--- config.mk ---
export PLATFORM = sky130hd
export DESIGN_NAME = rgfile_sb_flat
export DESIGN_NICKNAME = d
export VERILOG_FILES = /design/src/rtl/y86_pkg.sv /design/src/rtl/rgfile_sb_if.sv /design/src/rtl/sb_counter.sv /design/src/rtl/rgfile_sb.sv /design/src/flat_wrapper.sv
export SDC_FILE = /design/constraint.sdc
export NUM_CORES = 2
export LEC_CHECK = 0
export ABC_AREA = 0
export CORE_ASPECT_RATIO = 1.75
export CORE_MARGIN = 5
export CORE_UTILIZATION = 37
export CTS_CLUSTER_DIAMETER = 120
export CTS_CLUSTER_SIZE = 28
export DETAILED_ROUTE_END_ITERATION = 12
export HOLD_SLACK_MARGIN = 0.12
export SETUP_SLACK_MARGIN = 0.4
export SLEW_MARGIN = 30
export SYNTH_ARGS = -nofsm -noshare
export SYNTH_HDL_FRONTEND = slang
export SYNTH_HIERARCHICAL = 1
export SYNTH_SLANG_ARGS = --single-unit
--- constraint.sdc ---
create_clock -name clk -period 7.06 [get_ports clk]
set_input_delay 1.412 -clock clk [delete_from_list [all_inputs] [get_ports clk]]
set_output_delay 1.412 -clock clk [all_outputs]
set_load 0.01 [all_outputs]
--- src/rtl/y86_pkg.sv ---
// Y86 register IDs, default datapath width and dump-walker state encodings.
package y86_pkg;

    localparam logic [3:0] RAX   = 4'h0;
    localparam logic [3:0] RCX   = 4'h1;
    localparam logic [3:0] RDX   = 4'h2;
    localparam logic [3:0] RBX   = 4'h3;
    localparam logic [3:0] RSP   = 4'h4;
    localparam logic [3:0] RBP   = 4'h5;
    localparam logic [3:0] RSI   = 4'h6;
    localparam logic [3:0] RDI   = 4'h7;
    localparam logic [3:0] R8    = 4'h8;
    localparam logic [3:0] R9    = 4'h9;
    localparam logic [3:0] R10   = 4'hA;
    localparam logic [3:0] R11   = 4'hB;
    localparam logic [3:0] R12   = 4'hC;
    localparam logic [3:0] R13   = 4'hD;
    localparam logic [3:0] R14   = 4'hE;
    localparam logic [3:0] RNONE = 4'hF;

    localparam int DATA_W_DEF = 64;

    localparam logic [1:0] DS_IDLE = 2'd0;
    localparam logic [1:0] DS_WALK = 2'd1;
    localparam logic [1:0] DS_DONE = 2'd2;

endpackage

--- src/rtl/rgfile_sb_if.sv ---
// Debug dump channel of the register file: start pulse, valid/ready beat stream, done pulse.
interface rgfile_sb_if
    import y86_pkg::*;
#(
    parameter int DATA_W = DATA_W_DEF
);
    logic              dump_req_i;
    logic              dump_vld_o;
    logic              dump_rdy_i;
    logic [3:0]        dump_idx_o;
    logic [DATA_W-1:0] dump_dat_o;
    logic              dump_done_o;

    modport master (
        output dump_req_i, dump_rdy_i,
        input  dump_vld_o, dump_idx_o, dump_dat_o, dump_done_o
    );

    modport slave (
        input  dump_req_i, dump_rdy_i,
        output dump_vld_o, dump_idx_o, dump_dat_o, dump_done_o
    );
endinterface

--- src/rtl/sb_counter.sv ---
// Pending-write counter for one register: saturating up/down, simultaneous inc+dec cancels.
// Latency: count updates on the next clk edge; sat/underflow flags are combinational.
// Backpressure: none here, the owner must not inc while sat_o is high.
module sb_counter #(
    parameter int CNT_W = 2
) (
    input  logic             clk,
    input  logic             rst,
    input  logic             inc_i,
    input  logic             dec_i,
    output logic [CNT_W-1:0] cnt_o,
    output logic             sat_o,
    output logic             unf_o
);
    localparam logic [CNT_W-1:0] CNT_MAX = '1;

    logic [CNT_W-1:0] cnt_q, cnt_d;

    always_comb begin
        cnt_d = cnt_q;
        if (inc_i && !dec_i && cnt_q != CNT_MAX) begin
            cnt_d = cnt_q + CNT_W'(1);
        end else if (dec_i && !inc_i && cnt_q != '0) begin
            cnt_d = cnt_q - CNT_W'(1);
        end
    end

    always_ff @(posedge clk or negedge rst) begin
        if (!rst) begin
            cnt_q <= '0;
        end else begin
            cnt_q <= cnt_d;
        end
    end

    assign cnt_o = cnt_q;
    assign sat_o = (cnt_q == CNT_MAX);
    assign unf_o = dec_i & ~inc_i & (cnt_q == '0);
endmodule

--- src/rtl/rgfile_sb.sv ---
// Y86 register file with two writeback ports, optional write bypass, pending-write scoreboard and dump walker.
// Latency: reads and busy are combinational; writes, counters and walker update on the clk edge.
// Backpressure: iss_rdy_o drops on a saturated destination counter; dump beats hold while dump_rdy_i is low.
module rgfile_sb
    import y86_pkg::*;
#(
    parameter int DATA_W = DATA_W_DEF,
    parameter int NREG   = 15,
    parameter int NRD    = 2,
    parameter int CNT_W  = 2,
    parameter int BYPASS = 1
) (
    input  logic                  clk,
    input  logic                  rst,
    input  logic [NRD*4-1:0]      rd_id_i,
    output logic [NRD*DATA_W-1:0] rd_dat_o,
    output logic [NRD-1:0]        rd_busy_o,
    input  logic [3:0]            wE_id_i,
    input  logic [DATA_W-1:0]     wE_dat_i,
    input  logic [3:0]            wM_id_i,
    input  logic [DATA_W-1:0]     wM_dat_i,
    input  logic                  iss_vld_i,
    input  logic [3:0]            iss_dstE_i,
    input  logic [3:0]            iss_dstM_i,
    output logic                  iss_rdy_o,
    output logic                  err_o,
    rgfile_sb_if.slave            dbg
);
    // Read port NRD is the dump walker's private port so it sees the same bypass.
    localparam int NPORT = NRD + 1;

    logic [DATA_W-1:0] regs [NREG];
    logic [NREG-1:0]   busy, sat, unf, inc, dec;
    logic [3:0]        pid  [NPORT];
    logic [DATA_W-1:0] pdat [NPORT];

    logic [1:0] st_q, st_d;
    logic [3:0] idx_q, idx_d;
    logic       err_q, err_d;

    for (genvar r = 0; r < NREG; r++) begin : g_reg
        logic [DATA_W-1:0] reg_q, reg_d;
        logic [CNT_W-1:0]  cnt;
        logic              we_e, we_m;

        assign we_e = (wE_id_i == 4'(r));
        assign we_m = (wM_id_i == 4'(r));

        always_comb begin
            reg_d = reg_q;
            if (we_e) reg_d = wE_dat_i;
            if (we_m) reg_d = wM_dat_i;
        end

        always_ff @(posedge clk or negedge rst) begin
            if (!rst) begin
                reg_q <= '0;
            end else if (we_e || we_m) begin
                reg_q <= reg_d;
            end
        end

        assign regs[r] = reg_q;
        assign inc[r]  = iss_vld_i & iss_rdy_o &
                         ((iss_dstE_i == 4'(r)) | (iss_dstM_i == 4'(r)));
        assign dec[r]  = we_e | we_m;

        sb_counter #(.CNT_W(CNT_W)) u_cnt (
            .clk   (clk),
            .rst   (rst),
            .inc_i (inc[r]),
            .dec_i (dec[r]),
            .cnt_o (cnt),
            .sat_o (sat[r]),
            .unf_o (unf[r])
        );

        assign busy[r] = (cnt != '0);
    end

    always_comb begin
        iss_rdy_o = 1'b1;
        for (int r = 0; r < NREG; r++) begin
            if (sat[r] && (iss_dstE_i == 4'(r) || iss_dstM_i == 4'(r))) begin
                iss_rdy_o = 1'b0;
            end
        end
    end

    for (genvar k = 0; k < NRD; k++) begin : g_rd
        assign pid[k]                        = rd_id_i[4*k +: 4];
        assign rd_dat_o[DATA_W*k +: DATA_W]  = pdat[k];
        assign rd_busy_o[k]                  = (pid[k] < 4'(NREG)) && busy[pid[k]];
    end
    assign pid[NRD] = idx_q;

    for (genvar k = 0; k < NPORT; k++) begin : g_mux
        logic [DATA_W-1:0] dat;
        always_comb begin
            dat = '0;
            if (pid[k] < 4'(NREG)) begin
                dat = regs[pid[k]];
                if (BYPASS != 0) begin
                    if (pid[k] == wE_id_i) dat = wE_dat_i;
                    if (pid[k] == wM_id_i) dat = wM_dat_i;
                end
            end
        end
        assign pdat[k] = dat;
    end

    always_comb begin
        st_d  = st_q;
        idx_d = idx_q;
        case (st_q)
            DS_IDLE: begin
                if (dbg.dump_req_i) begin
                    st_d  = DS_WALK;
                    idx_d = '0;
                end
            end
            DS_WALK: begin
                if (dbg.dump_rdy_i) begin
                    if (idx_q == 4'(NREG - 1)) begin
                        st_d  = DS_DONE;
                        idx_d = '0;
                    end else begin
                        idx_d = idx_q + 4'd1;
                    end
                end
            end
            DS_DONE: st_d = DS_IDLE;
            default: st_d = DS_IDLE;
        endcase
    end

    assign err_d = err_q | (|unf) | (iss_vld_i & ~iss_rdy_o);

    always_ff @(posedge clk or negedge rst) begin
        if (!rst) begin
            st_q  <= DS_IDLE;
            idx_q <= '0;
            err_q <= 1'b0;
        end else begin
            st_q  <= st_d;
            idx_q <= idx_d;
            err_q <= err_d;
        end
    end

    assign err_o           = err_q;
    assign dbg.dump_vld_o  = (st_q == DS_WALK);
    assign dbg.dump_done_o = (st_q == DS_DONE);
    assign dbg.dump_idx_o  = idx_q;
    assign dbg.dump_dat_o  = pdat[NRD];
endmodule

--- src/flat_wrapper.sv ---
// flat-port wrapper written by rule: the top's interface ports become plain ports
module rgfile_sb_flat import y86_pkg::*;
#(
    parameter int DATA_W = DATA_W_DEF,
    parameter int NREG   = 15,
    parameter int NRD    = 2,
    parameter int CNT_W  = 2,
    parameter int BYPASS = 1
)
  (clk, rst, rd_id_i, rd_dat_o, rd_busy_o, wE_id_i, wE_dat_i, wM_id_i, wM_dat_i, iss_vld_i, iss_dstE_i, iss_dstM_i, iss_rdy_o, err_o, dbg_dump_req_i, dbg_dump_rdy_i, dbg_dump_vld_o, dbg_dump_idx_o, dbg_dump_dat_o, dbg_dump_done_o);
  rgfile_sb_if #(.DATA_W(DATA_W)) dbg_i ();
  input  logic clk;
  input  logic rst;
  input  logic [NRD*4-1:0] rd_id_i;
  output logic [NRD*DATA_W-1:0] rd_dat_o;
  output logic [NRD-1:0] rd_busy_o;
  input  logic [3:0] wE_id_i;
  input  logic [DATA_W-1:0] wE_dat_i;
  input  logic [3:0] wM_id_i;
  input  logic [DATA_W-1:0] wM_dat_i;
  input  logic iss_vld_i;
  input  logic [3:0] iss_dstE_i;
  input  logic [3:0] iss_dstM_i;
  output logic iss_rdy_o;
  output logic err_o;
  input wire logic [$bits(dbg_i.dump_req_i)-1:0] dbg_dump_req_i;
  input wire logic [$bits(dbg_i.dump_rdy_i)-1:0] dbg_dump_rdy_i;
  output wire logic [$bits(dbg_i.dump_vld_o)-1:0] dbg_dump_vld_o;
  output wire logic [$bits(dbg_i.dump_idx_o)-1:0] dbg_dump_idx_o;
  output wire logic [$bits(dbg_i.dump_dat_o)-1:0] dbg_dump_dat_o;
  output wire logic [$bits(dbg_i.dump_done_o)-1:0] dbg_dump_done_o;
  assign dbg_i.dump_req_i = dbg_dump_req_i;
  assign dbg_i.dump_rdy_i = dbg_dump_rdy_i;
  assign dbg_dump_vld_o = dbg_i.dump_vld_o;
  assign dbg_dump_idx_o = dbg_i.dump_idx_o;
  assign dbg_dump_dat_o = dbg_i.dump_dat_o;
  assign dbg_dump_done_o = dbg_i.dump_done_o;
  rgfile_sb #(.DATA_W(DATA_W), .NREG(NREG), .NRD(NRD), .CNT_W(CNT_W), .BYPASS(BYPASS)) u_core (.clk(clk), .rst(rst), .rd_id_i(rd_id_i), .rd_dat_o(rd_dat_o), .rd_busy_o(rd_busy_o), .wE_id_i(wE_id_i), .wE_dat_i(wE_dat_i), .wM_id_i(wM_id_i), .wM_dat_i(wM_dat_i), .iss_vld_i(iss_vld_i), .iss_dstE_i(iss_dstE_i), .iss_dstM_i(iss_dstM_i), .iss_rdy_o(iss_rdy_o), .err_o(err_o), .dbg(dbg_i));
endmodule
==> flow_metrics.py <==
metrics = {
    "yosys": {
        "synth_nets": 7906,
        "synth_seq_cells": 997,
        "yosys-top-cells-area": "dfrtp_1, mux2i_1, mux4_2, o21ai_0, nand2_1",
        "synth-edff-count": 0,
        "yosys.area.top_type_share_pct": 33.6,
        "syn_inst": 7749,
        "synth_area_leader_cell": "dfrtp_1",
        "yosys_warnings": 6,
        "ys_async_sr_fraction_pct": 100,
        "ys.flop_type": "dfrtp_1",
        "synth_cell_types": 62,
        "seq_area_frac_synth_pct": 33.6,
        "syn-cell-area_sq_mm": 0.0742,
        "avgSynthCellArea_sq_um": 9.58,
    },
    "grt": {
        "antenna_found_initial": 31,
        "grt_pass1_vias": 66900,
        "grt_max_degree": 173,
        "grt_usage_pct": 31.3,
        "grt_pass1_wl_mm": 489,
        "overflow": 0,
    },
    "die": {
        "die_h_microns": 603,
        "core_area_sq_mm": 0.200,
        "die_w_microns": 349,
        "placementRows": 217,
        "ioPinCount": 359,
        "start_util_pct": 37.2,
        "die_area_sq_mm": 0.210,
    },
    "cts": {
        "cts_sinks": 997,
        "clockBufferDepth": 3,
        "htreeDepth": 2,
        "cts_made_buffers": 41,
        "post_cts_buffers": 0,
        "cts_root_buf": "clkbuf_16",
        "cts_tree": "built",
        "clkTransAtPathRegs_ps": 120,
        "ctsResizeCount": 0,
        "clk_latency_ps": 670,
        "postCtsHoldBufs": 0,
    },
    "placed_design": {
        "io_buffer_count": 358,
        "place_inst": 9954,
        "dpl.hpwl_mm": 199,
        "gp_congestion": 0.891,
    },
    "layout": {
        "drive_gt1_share_pct": 11.6,
        "area_growth_pct": 8.38,
        "final_cell_mix": "mux2i_1, dfrtp_1, nand2_1",
        "multi_input_area_sq_mm": 0.0449,
        "fin_nets": 7531,
        "nFillCells": 19400,
        "final_common_cell": "mux2i_1",
        "seq_area_sq_mm": 0.0250,
        "instances_no_fill": 10000,
    },
    "route": {
        "drc": 0,
        "vias": 68300,
        "firstDrtPassIters": 6,
        "wirelength_mm": 345,
        "drt_first_iter_violations": 9424,
        "ant_nets": 0,
        "routedWlPerCell_microns": 34.5,
        "viasPerCell": 6.81,
    },
    "pwr": {
        "power.density_mw_per_mm2": 295,
        "p_leak_nw": 30.9,
        "peakVddDrop_v": 0.000385,
    },
    "critical_path": {
        "critPathRequiredTime_ps": 5650,
        "cp_max_fo": 28,
        "crit_type": "primary input to output pin",
        "end_kind": "output pin",
        "rr_startpoint": "u_core/g_reg[14].u_cnt/cnt_o[1]",
        "reg2reg_slack_ps": 3430,
        "r2r-end": "u_core/err_o",
        "r2r_cells": 9,
        "crit_path_start_kind": "primary input",
        "arrival_ps": 5060,
    },
    "min_path": {
        "min-delay-start": "u_core/st_q[1]",
        "whs_path_depth": 1,
        "hold_end": "u_core/st_q[0]",
        "hp-class": "flop to flop",
    },
    "timing": {
        "fin_crit_sh_pct": 91.7,
        "slew-limit-headroom_pct": 27.5,
        "max_freq_mhz": 154,
        "finClkSkew_ps": 9.86,
        "finalCriticalPeriod_ps": 6480,
        "finalSetupViolations": 0,
        "slew_violations": 0,
        "worstMarginPinSlew_ps": 1080,
        "rsz0062_at_grt": "false",
        "hold_viol_final": 0,
        "tns_ps": 0,
    },
    "outcome": {
        "status": "finished clean",
    },
    "run": {
        "drv_cap": 0,
    },
}
[kinds of logic (layout without fill, tap and decap cells)]
family / count (synthesis) / after routing / synth area share, %
DFF: 997 / 997 / 33.6
xor gates and xnor gates: 24 / 24 / 0.283
AOI/OAI and AO/OA: 2058 / 2058 / 17.0
muxes: 2051 / 2051 / 33.3
other: 0 / 14 / 0
buffers and inverters: 1002 / 634 / 6.23
and+or+nand+nor: 1617 / 1617 / 9.54
[registers in the layout (all words and copies together) (netlist names)]
signal / flops
u_core/st_q: 2
u_core/err_o: 1
u_core/g.u_cnt/cnt_o: 30
u_core/dbg.dump_idx_o: 4
u_core/g.reg_q: 960
[critical path, stage by stage]
cell	delay, ps
clkdlybuf4s50_1	810
xnor2_1	190
nand4_1	360
nand2_4	840
o221ai_1	250
a21oi_1	520
clkdlybuf4s50_1	660
[stage by stage]
stage	setup WS, ps	util (%)	cell area [sq um]	hold WS, ps	total power [mW]
finish	584	40.3	80500	487	23.7
CTS	756	40.2	80300	489	23.5
global placement	739	39.6	79000	454	20.0
detailed placement	763	39.7	79200	472	20.3
floorplan	2740	-	74200	439	15.3
global route	539	40.3	80400	511	24.7
[per-layer routing]
metal	GRT usage [%]	share of wire [%]	up-vias
li1	-	-	27900
met1	40.0	37	33900
met2	47.4	44	5032
met3	8.91	12	1385
met4	18.3	7.3	18
met5	0	0.034	-
[report_power, final]
| part | internal [mW] | total (mW) | switching (mW) |
|---|---|---|---|
| clock network | 1.16 | 3.22 | 2.06 |
| logic | 5.51 | 11.9 | 6.41 |
| registers | 6.99 | 8.58 | 1.59 |
[cell type report]
| cell class | count | share of cell area, % |
|---|---|---|
| flip-flops and latches | 997 | 31.0 |
| clock inverters | 3 | 0.0575 |
| multi-input cells | 5750 | 55.8 |
| repair buffers | 578 | 7.58 |
| well taps | 2628 | 4.09 |
| inverters | 6 | 0.0280 |
| clock buffers | 47 | 1.37 |
| diodes | 14 | 0.0435 |
[cell usage after synthesis (5+ instances only)]
master,n
buf_1,131
buf_6,30
mux2_2,90
nor4b_1,22
or2_2,76
nor2b_1,31
inv_1,6
or3b_1,14
mux4_2,326
o21a_1,6
buf_2,261
nor2_1,437
o31ai_1,15
xor2_1,12
nor4_1,36
a211oi_1,134
a21oi_1,383
nand2_1,811
nand4b_1,6
o22ai_1,222
nor3_1,91
o221ai_1,230
nand2b_1,18
nor2_2,8
mux2i_1,1635
xnor2_1,12
o21ai_0,679
dfrtp_1,997
or2_1,5
a2bb2oi_1,63
a31oi_1,116
nand4_1,8
clkbuf_1,490
buf_4,84
o21ai_1,62
nor3_2,6
and2_2,15
o211ai_1,127
or3_1,14
[worst max-delay path by stage]
stage	cells after the start	slack (ps)	to	startpoint
final	7	580	rd_dat_o[90]	wM_id_i[0]
after global placement	8	740	rd_dat_o[95]	rd_id_i[4]
after CTS	8	760	rd_dat_o[87]	wE_id_i[0]
after detailed placement	7	760	rd_dat_o[125]	wM_id_i[1]
after global routing	8	540	rd_dat_o[78]	wE_id_i[0]
after floorplan	6	2740	rd_dat_o[0]	wE_id_i[0]
Power figures use the tool's default switching activity.
